**config.mk**
```make
export PLATFORM = sky130hd
export DESIGN_NAME = vend_txn_controller
export DESIGN_NICKNAME = d
export VERILOG_FILES = /design/src/rtl/vend_txn_controller.sv
export SDC_FILE = /design/constraint.sdc
export NUM_CORES = 1
export LEC_CHECK = 0
export ABC_CLOCK_PERIOD_IN_PS = 3650
export CORE_MARGIN = 10
export CORE_UTILIZATION = 25
export DETAILED_ROUTE_END_ITERATION = 10
export GPL_ROUTABILITY_DRIVEN = 0
export GPL_TIMING_DRIVEN = 0
export RECOVER_POWER = 100
export SLEW_MARGIN = 20
export SYNTH_ARGS = -nofsm -noshare
export SYNTH_HDL_FRONTEND = slang
export SYNTH_SLANG_ARGS = --single-unit
export TNS_END_PERCENT = 30
```
**constraint.sdc**
```tcl
create_clock -name clk -period 3.65 [get_ports clk]
set_input_delay 0.365 -clock clk [delete_from_list [all_inputs] [get_ports clk]]
set_output_delay 0.365 -clock clk [all_outputs]
set_load 0.02 [all_outputs]
```
**src/rtl/vend_txn_controller.sv**
```systemverilog
// rtl/vend_txn_controller.sv - vending transaction sequencer: selection, coin arbitration, dispense, payout
// Build option: define VEND_RR_ARB_EN for round-robin coin slot arbitration (fixed A priority otherwise).
module vend_txn_controller #(
  parameter int VAL_W       = 5,
  parameter int TIMEOUT_CYC = 64,
  parameter int COIN_UNIT   = 5
) (
  input  logic             clk,
  input  logic             rst_n,
  input  logic [4:0]       item_sel,
  input  logic             item_valid,
  input  logic [VAL_W-1:0] item_price,
  input  logic             coin_a_valid,
  input  logic [VAL_W-1:0] coin_a_val,
  output logic             coin_a_ready,
  input  logic             coin_b_valid,
  input  logic [VAL_W-1:0] coin_b_val,
  output logic             coin_b_ready,
  input  logic             cancel,
  output logic             disp_req,
  output logic [4:0]       disp_item,
  input  logic             disp_ack,
  output logic             chg_req,
  input  logic             chg_ack,
  output logic [VAL_W:0]   credit,
  output logic [VAL_W:0]   change,
  output logic             txn_done,
  output logic             short_pay,
  output logic [2:0]       state
);

  localparam int             TW     = $clog2(TIMEOUT_CYC + 1);
  localparam logic [VAL_W:0] UNIT   = (VAL_W + 1)'(COIN_UNIT);
  localparam logic [TW-1:0]  T_LAST = TW'(TIMEOUT_CYC - 1);

  typedef enum logic [2:0] {
    S_IDLE     = 3'd0,
    S_COLLECT  = 3'd1,
    S_DISPENSE = 3'd2,
    S_CHANGE   = 3'd3,
    S_REFUND   = 3'd4
  } state_t;

  state_t           st, st_nx;
  logic [VAL_W-1:0] price_q;
  logic [TW-1:0]    timer;
  logic             a_pri, acc_a, acc_b, sel_ok, coin_nz, in_collect, paying;
  logic [VAL_W:0]   coin_add, credit_post;

  assign in_collect = (st == S_COLLECT);
  assign paying     = (st == S_CHANGE) || (st == S_REFUND);

`ifdef VEND_RR_ARB_EN
  // last_b set means B took the previous coin, so A wins the next tie.
  logic last_b;
  always_ff @(posedge clk or negedge rst_n) begin
    if (!rst_n)
      last_b <= 1'b1;
    else if (acc_a || acc_b)
      last_b <= acc_b;
  end
  assign a_pri = last_b;
`else
  assign a_pri = 1'b1;
`endif

  assign coin_a_ready = in_collect && (!coin_b_valid || a_pri);
  assign coin_b_ready = in_collect && (!coin_a_valid || !a_pri);
  assign acc_a        = coin_a_valid && coin_a_ready;
  assign acc_b        = coin_b_valid && coin_b_ready;
  assign coin_add     = acc_a ? {1'b0, coin_a_val} : (acc_b ? {1'b0, coin_b_val} : '0);
  assign coin_nz      = |coin_add;
  assign credit_post  = credit + coin_add;
  assign sel_ok       = item_valid && (|item_price);

  assign state    = st;
  assign disp_req = (st == S_DISPENSE);
  assign chg_req  = paying && (change >= UNIT);

  always_ff @(posedge clk or negedge rst_n) begin
    if (!rst_n)
      st <= S_IDLE;
    else
      st <= st_nx;
  end

  always_comb begin
    st_nx = st;
    case (st)
      S_IDLE:
        if (sel_ok)
          st_nx = S_COLLECT;
      S_COLLECT:
        if (cancel)
          st_nx = S_REFUND;
        else if (credit_post >= {1'b0, price_q})
          st_nx = S_DISPENSE;
        else if (!coin_nz && timer == T_LAST)
          st_nx = S_REFUND;
      S_DISPENSE:
        if (disp_ack)
          st_nx = (change == '0) ? S_IDLE : S_CHANGE;
      S_CHANGE, S_REFUND:
        if (change < UNIT)
          st_nx = S_IDLE;
      default:
        st_nx = S_IDLE;
    endcase
  end

  always_ff @(posedge clk or negedge rst_n) begin
    if (!rst_n) begin
      disp_item <= '0;
      price_q   <= '0;
      credit    <= '0;
      change    <= '0;
      timer     <= '0;
      txn_done  <= 1'b0;
      short_pay <= 1'b0;
    end else begin
      txn_done  <= 1'b0;
      short_pay <= 1'b0;
      case (st)
        S_IDLE:
          if (sel_ok) begin
            disp_item <= item_sel;
            price_q   <= item_price;
            credit    <= '0;
            timer     <= '0;
          end
        S_COLLECT: begin
          credit <= credit_post;
          timer  <= coin_nz ? '0 : timer + 1'b1;
          if (st_nx == S_REFUND)
            change <= credit_post;
          else if (st_nx == S_DISPENSE)
            change <= credit_post - {1'b0, price_q};
        end
        S_DISPENSE:
          if (disp_ack && change == '0)
            txn_done <= 1'b1;
        S_CHANGE, S_REFUND:
          if (change < UNIT) begin
            txn_done  <= 1'b1;
            short_pay <= (change != '0);
            change    <= '0;
          end else if (chg_ack) begin
            change <= change - UNIT;
          end
        default: ;
      endcase
    end
  end

endmodule

```
After elaboration in Yosys (flattened, before gate mapping)
Index checks and enable logic that the tools add are counted.
W data, S select, Z words.
{ "op_classes": {"add_sub_neg": 4, "multipliers": 0, "div": 0, "magnitude_cmp": 3, "eq_ne": 10, "shifts": 0, "n_mux": 25, "bitwise_logic": 0, "reduce_logical": 21} }
{ "op_table": {"columns": ["op", "count"], "rows": [
  ["$mux W6", 5],
  ["$pmux W6 S2", 2],
  ["$mux W3", 6],
  ["$mux W7", 2],
  ["$pmux W7 S2", 1],
  ["$pmux W3 S4", 1],
  ["$mux W5", 2],
  ["$eq A3 B2 Y1 const B", 3],
  ["$add A7 B1 Y7 const B", 1],
  ["$eq A7 B6 Y1 const B", 1],
  ["$logic_and A1 B1 Y1", 7],
  ["$add A6 B5 Y6", 1],
  ["$eq A3 B3 Y1 const B", 2],
  ["$ge A6 B3 Y1 const B", 1],
  ["$ge A6 B5 Y1", 1],
  ["$logic_not A6 Y1", 1],
  ["$lt A6 B3 Y1 const B", 1],
  ["$reduce_bool A6 Y1", 1],
  ["$reduce_or A6 Y1", 1],
  ["$sub A6 B3 Y6 const B", 1],
  ["$sub A6 B5 Y6", 1],
  ["$reduce_or A5 Y1", 1],
  ["$mux W1", 4],
  ["$reduce_and A2 Y1", 2],
  ["other kinds (12)", 14]
]} }
{ "totals": {"register_bits": 34, "latchBits": 0, "ramBits": 0, "romBits": 0, "wordCells": 71, "n_memories": 0} }

Longest topological paths before layout
Gate-level depths: netlist of run 1.
{ "logic_depth": {"depth_word": 16, "ltp_mapped": 18, "depth_no_buf": 16} }

Worst setup path after synthesis of run 1
OpenSTA, ideal clock, no wires.
{ "synth_timing": {"path_type": "register to register", "start": "register st[0] (netlist: state[0])", "end": "register change[0]", "setup_ns": 0.124, "arrival_ns": 3.930, "required_time_ns": 3.526, "slack_ns": -0.404, "stages_incl_launch_ff": 19, "path_buffers": 2, "path_cell_list": "dfrtp_1 > buf_2 > and2b_1 > nand2_1 > clkbuf_1 > nor2_1 > ha_1 > fa_1 > a21o_1 > a21oi_1 > xnor2_1 > ha_1 > nor2_1 > o211a_1 > o221a_2 > and4_2 > a221oi_2 > nor2_1 > a211o_1"} }
{ "synth_between": {"elab_chain_cells": 15, "elab_cells_between_ends": 33, "cone_classes": "2 x add/sub; 1 x order compare; 8 x eq/ne; 12 x mux; 10 x reduce/logical"} }
{ "synth_rtl": {"columns": ["item", "line_no", "text"], "rows": [
  ["from (decl)", "44", "state_t st, st_nx;"],
  ["from (signal assigned)", "84", "st <= st_nx;"],
  ["branches (longest 15 deep; another with $add A6 B5 Y6)", null, null],
  ["to (signal assigned)", "135", "change <= credit_post;"],
  ["to (signal assigned)", "137", "change <= credit_post - {1'b0, price_q};"],
  ["to (signal assigned)", "148", "change <= change - UNIT;"],
  ["to (decl)", "26", "output logic [VAL_W:0] change,"]
]} }
Parallel ways; which one is timed is not known. The select of a mux whose other input is x is not followed.
A chain may end at the register's enable or synchronous reset.

Worst setup path in the final report of run 1
{ "layout_timing": {"start": "register st[1] (netlist: state[1])", "end": "register change[0]"} }
Same word-level chain as after synthesis.

==> results of run 1 <==
layout make-up:
type / instances / share of cell area [%]
repair buffers: 72 / 19.4
flip-flops and latches: 34 / 24.9
clock inverters: 1 / 0.146
multi-input cells: 217 / 45.9
plain buffers: 4 / 0.840
inverters: 13 / 1.53
clock buffers: 7 / 2.52
well taps: 129 / 4.71
power groups by stage:
stage | clock, mW | sequential (mW) | combinational [mW]
finish | 0.291 | 0.643 | 2.19
global route | 0.319 | 0.668 | 2.40
CTS | 0.304 | 0.644 | 2.16
detailed placement | 0 | 0.670 | 2.00
global placement | 0 | 0.668 | 1.95
floorplan | 0 | 0.765 | 1.25
kinds of logic after synthesis:
group | count (synthesis)
and+or+nand+nor | 109
xor gates and xnor gates | 7
DFF | 34
AOI/OAI and AO/OA | 76
muxes | 9
adders and majority gates | 16
buffers and inverters | 19
per-layer routing:
metal | wire, µm | up-vias | GRT usage [%]
met5 | 0 | - | 0
met4 | 22 | 0 | 1.62
met3 | 358 | 2 | 3.00
met2 | 3480 | 46 | 16.6
met1 | 3210 | 1118 | 11.8
li1 | - | 1136 | -
through the flow:
stage	setup slack, ps	TNS [ps]	power, mW	instances
after global routing	-64.7	-161	3.39	477
after CTS	19.8	0	3.11	471
final	100	0	3.12	477
after global placement	-402	-2100	2.62	451
after floorplan	4.94	0	2.01	270
after detailed placement	-431	-2260	2.67	452
registers in the layout, summed over array words and instances, names as in the netlist:
signal,count
timer,7
change,6
credit,6
disp_item,5
price_q,5
state,3
short_pay,1
txn_done,1
what timing repair did:
| item | CTS | global route |
|---|---|---|
| setup endpoints to repair | 7 | 6 |
| setup buffers | 12 | 7 |
| pin swaps | 9 | 14 |
| hold buffers | 0 | 0 |
| resized for setup | 10 | 6 |
final timing paths:
kind                              endpoint  slack [ps]  cells past startpoint
max in group asynchronous         state[0]        1960                      2
worst max-delay path             change[0]         100                     14
min in group clk                price_q[1]         490                      2
worst max register to register   change[0]         100                     14
worst min-delay path             credit[0]         210                      1
worst min register to register  price_q[1]         490                      2
cells in the final DEF, fill, tap and decap left out, types with 2 or more instances in the layout:
cell type / count
a211o_1: 2
a21o_1: 2
a21oi_1: 12
a21oi_2: 2
a22o_1: 4
a22oi_1: 3
a22oi_2: 2
a31oi_1: 2
and2_1: 2
and2b_2: 2
buf_4: 20
clkbuf_1: 5
clkbuf_8: 7
clkdlybuf4s50_1: 25
dfrtp_1: 31
dfrtp_2: 3
dlygate4sd3_1: 25
ha_1: 11
ha_2: 2
inv_1: 12
mux2_2: 5
mux2i_1: 3
nand2_1: 36
nand2b_1: 4
nand3_1: 12
nand3b_1: 2
nand4_1: 2
nor2_1: 20
nor2_2: 3
nor2b_1: 3
nor3_1: 6
o21a_1: 3
o21ai_0: 25
o22ai_1: 2
or3_1: 2
or4_4: 2
xnor2_2: 2
xor2_1: 4
==> results.yml, run 1 <==
drt:
  vias: 2302
  via_per_inst: 4.83
  postRouteAntennaNets: 0
  route.detailed.drc: 0
  drt_first_pass_iters: 4
  drt_iter0_drc: 148
  wirelength_mm: 7.08
  wl_per_cell_um: 14.8
critical_path:
  timing.rr.start: "state[1]"
  crit_path_frequent_cell: "nor2_1"
  path_class: "flop to flop"
  crit_chain: "clkbuf_8, clkinvlp_4, nand2_4, nor2_1, ha_2, fa_2, fa_1, a21oi_1, o211a_1, o221a_4, o211ai_2, a221oi_2, nor2_1, a211o_1"
  crit_path_top_delay_cell: "fa_2"
  cpPeakStageDelay_ps: 500
  worstPathArrival_ps: 3720
  crit_buf_inv: 2
  endpoint_kind: "flop"
  critPathLaunchType: "flop"
  crit_family: "compound AO/OA/AOI/OAI gates"
  critPathMaxFanout: 9
  critPathLaunch: "state[1]"
  cp.required_ps: 3820
cells_and_area:
  final_layout_size_suffix_gt1_share_pct: 20.4
  syn2layout_area_growth_pct: 41.9
  design_area_mm2: 0.00343
  fill_cells: 956
  multiInputGateArea_mm2: 0.00157
  final_nets: 391
  final_util_pct: 36.7
  register_area_um2: 855
  num_antenna_cells: 0
sta:
  tightest_slew_ps: 1160
  layout_min_cycle_time_ps: 3550
  fin_crit_sh_pct: 97.3
  setup_viol_count_final: 0
  rsz0062_at_grt: "true"
  final_max_slew_viol_count: 0
  clock_skew_ps: 7.81
  hold_slack_ps: 208
  hold_violations: 0
  relSlewSlack_pct: 22.1
  fmax_mhz: 282
logic_synthesis:
  synth_most_common_cell: "nand2_1"
  synth-compound-area-share_pct: 22.6
  synthesis.nets: 314
  netlist.area_leader.share_pct: 35.2
  ys_seq_elements: 34
  synthTopCellsByCount: "38 x nand2_1, 34 x dfrtp_1, 24 x o21ai_0"
  synth_top_family_by_area: "simple AND/OR/NAND/NOR gates"
  synthXorXnorAreaFrac_pct: 2.54
  yosys-mux-area-fraction_pct: 3.99
  seq_area_frac_synth_pct: 35.2
  syn_area_mm2: 0.00241
  synth-simple-area-share_pct: 23.2
  synth_edf_count: 0
  synth_area_per_cell_um2: 8.94
  synth_fa_ha_area_share_pct: 8.91
  synth_cell_types: 60
  synth_area_leader_cell: "dfrtp_1"
  synth_area_leaders: "dfrtp_1 35%, ha_1 7.3%, nand2_1 5.9%"
  synth_flop_cell: "dfrtp_1"
  async_flop_share_pct: 100
  ys_warn_count: 0
  syn_inst: 270
global_route:
  grt-ovfl-total: 0
  antenna_found_initial: 0
  grt_max_degree: 19
  grt_pass1_vias: 2295
  grt_pass1_wl_mm: 11.5
  track_usage_pct: 9.72
floorplan:
  die_h_um: 118
  start_util_pct: 25.9
  core_mm2: 0.00933
  top_level_ports: 54
  die_area_mm2: 0.0140
  placementRows: 35
  fp.dieW_um: 118
power_and_ir_drop:
  seq_power_share_pct: 20.6
  switching_power_mw: 1.47
  power_switching_share_pct: 47.1
  peakVddDrop_uv: 256
  powerDensity_mw_per_mm2: 911
  leakage_nw: 1.55
  combinationalPowerShare_pct: 70.1
  clkPwrFrac_pct: 9.3
  p_int_mw: 1.65
clocking:
  cts-root-buf: "clkbuf_8"
  cts_tree: "built"
  cts_made_buffers: 5
  clk_latency_ps: 280
  cts_buffer_depth: 2
  clock-sinks: 34
  htreeDepth: 2
  clkTransAtPathRegs_ps: 70
placed_design:
  hpwl_mm: 5.49
  io_buffers: 52
  placed_cell_area_mm2: 0.00317
worst_hold_path:
  hold_path.class: "input pin to async pin"
status:
  status: "completed"
flow_run:
  drv_cap: 0
No activity file was read; power rests on OpenSTA's default activity.
==> run 2, diff against run 1 <==
==> constraint.sdc (replaced) <==
create_clock -name clk -period 3.65 [get_ports clk]
set_input_delay 0.73 -clock clk [delete_from_list [all_inputs] [get_ports clk]]
set_output_delay 0.73 -clock clk [all_outputs]
set_load 0.02 [all_outputs]
==> run 2 against run 1 <==
  * The flow now finishes with violations (setup timing)
  * Worst hold slack better by 270 ps
  * Via count down 0.61%
  * Non-clock buffer count down 3
  * Utilization down 0.19 points
  * Sequential power about the same
  * Clock-buffer cell count unchanged
  * Total power down 0.41%
  * Clock power up 2%
  * Clock skew down 1.2 ps
  * Critical path depth up 3
  * Cell area down 0.51%
  * Routed wire length up 2.9%
==> results.yml, run 2 (synthesis results as in run 1) <==
power_and_ir_drop:
  power_switching_share_pct: 47.5
  leakage_nw: 1.56
  seq_power_share_pct: 20.8
  combinationalPowerShare_pct: 69.7
  peakVddDrop_uv: 267
  clkPwrFrac_pct: 9.6
  switching_power_mw: 1.48
  powerDensity_mw_per_mm2: 912
  p_int_mw: 1.63
sta:
  fin_ws_ps: -29.6
  rsz0062_at_grt: "true"
  fmax_mhz: 272
  final_max_slew_viol_count: 0
  relSlewSlack_pct: 18.6
  hold_violations: 0
  setup_tns_ps: -60.3
  layout_min_cycle_time_ps: 3680
  setup_viol_count_final: 3
  tightest_slew_ps: 1210
  clock_skew_ps: 6.64
  fin_crit_sh_pct: 101
placed_design:
  pre_cts_ws_ps: -818
  hpwl_mm: 5.51
  placed_cell_area_mm2: 0.00317
  io_buffers: 52
  dp_cells: 452
status:
  status: "complete, but fails checks"
  violations: "setup timing"
cells_and_area:
  final_util_pct: 36.5
  layout_commonest_cell: "nand2_1"
  final_nets: 388
  syn2layout_area_growth_pct: 41.1
  mostFrequentLayoutCells: "35 x nand2_1, 32 x dfrtp_1, 27 x dlygate4sd3_1"
  reg_top3: "timer (7), change (6), credit (6)"
  num_antenna_cells: 0
  final_layout_size_suffix_gt1_share_pct: 19.7
  layoutNonFillerInstCount: 474
  fill_cells: 958
  design_area_mm2: 0.00341
  max_flop_register: "timer"
  largest_reg_flops: 7
critical_path:
  crit_path_frequent_cell: "ha_1"
  crit_buf_inv: 3
  timing.rr.end: "change[0]"
  path_class: "input pin to flop"
  cp.required_ps: 3820
  timing.rr.start: "state[0]"
  critPathLaunchType: "input pin"
  r2r_slack_ps: -10
  worstPathArrival_ps: 3850
  crit_family: "compound AO/OA/AOI/OAI gates"
  critPathLaunch: "coin_a_valid"
  r2r_cells: 17
  cpPeakStageDelay_ps: 340
  endpoint_kind: "flop"
  crit_path_top_delay_cell: "ha_1"
  crit_chain: "buf_8, and2b_2, buf_6, a22oi_2, nor2_2, ha_1, a21o_1, a21oi_2, xnor2_2, ha_1, inv_2, o211a_1, o221a_4, and4_4, a221oi_4, nor2_1, a211o_1"
  critPathMaxFanout: 3
floorplan:
  top_level_ports: 54
  die_area_mm2: 0.0140
  core_mm2: 0.00933
  start_util_pct: 25.9
  fp.dieW_um: 118
  die_h_um: 118
  placementRows: 35
clocking:
  cts_buffer_depth: 2
  clock-sinks: 34
  htreeDepth: 2
  cts-root-buf: "clkbuf_8"
  clkTransAtPathRegs_ps: 70
  cts_tree: "built"
  post_cts_hold_buffer_count: 0
  clk_latency_ps: 290
  cts_made_buffers: 5
global_route:
  antenna_found_initial: 0
  grt_max_degree: 20
  grt_pass1_vias: 2354
  track_usage_pct: 10.2
  grt_pass1_wl_mm: 11.9
  grt-ovfl-total: 0
drt:
  route.detailed.drc: 0
  wl_per_cell_um: 15.4
  postRouteAntennaNets: 0
  via_per_inst: 4.83
  drt_iter0_drc: 84
  vias: 2288
  wirelength_mm: 7.28
  drt_first_pass_iters: 4
worst_hold_path:
  min_path_cells: 2
  hold_path.class: "flop to flop"
  min_to: "price_q[1]"
  min_from: "price_q[1]"
flow_run:
  drv_cap: 0
run 2: timing repair:
item	in CTS	in global routing
pin swaps	20	16
gates resized for setup	17	9
hold endpoints to repair	0	0
buffers inserted	12	3
setup endpoints to repair	8	6
run 2: tightest hold or removal path, stage by stage, from the launching register on:
cell and delay [ps]:
dfrtp_1 350, nand2_1 50, nand2_1 50
run 2: final cells by class:
class	count	area [µm²]	area share (%)
Timing Repair Buffer	68	634	18.6
Tap cell	129	161	4.74
Multi-Input combinational cell	217	1570	46.2
Inverter	13	52.6	1.54
Clock inverter	1	5.00	0.147
Sequential cell	34	853	25.0
Buffer	5	41.3	1.21
Clock buffer	7	86.3	2.53
run 2: worst max path at each step:
stage | end | depth (start not counted)
floorplan | change[0] | 17
global route | change[0] | 17
global placement | change[1] | 16
CTS | change[0] | 17
detailed placement | change[1] | 16
finish | change[0] | 17
run 2: stage by stage:
step | total power [mW] | hold WS (ps)
after floorplan | 2.02 | 434
after global placement | 2.63 | 470
after detailed placement | 2.66 | 476
after CTS | 3.13 | 423
after global routing | 3.37 | 521
final | 3.11 | 483
run 2: power groups by stage:
stage          logic (mW)  registers [mW]  clock network [mW]
2_1_floorplan        1.26           0.762                   0
3_3_place_gp         1.97           0.660                   0
3_5_place_dp         2.00           0.666                   0
4_1_cts              2.18           0.651               0.308
5_1_grt              2.37           0.674               0.331
6_report             2.17           0.646               0.297
run 2: routing by layer:
metal  vias to the layer above  track usage, %  share of wire, %  wire length [µm]
li1                       1123               -                 -                 -
met1                      1093            13.3                49              3550
met2                        64            16.0                45              3290
met3                         8            2.86               5.1               372
met4                         0            2.55              0.95                69
met5                         -               0                 0                 0
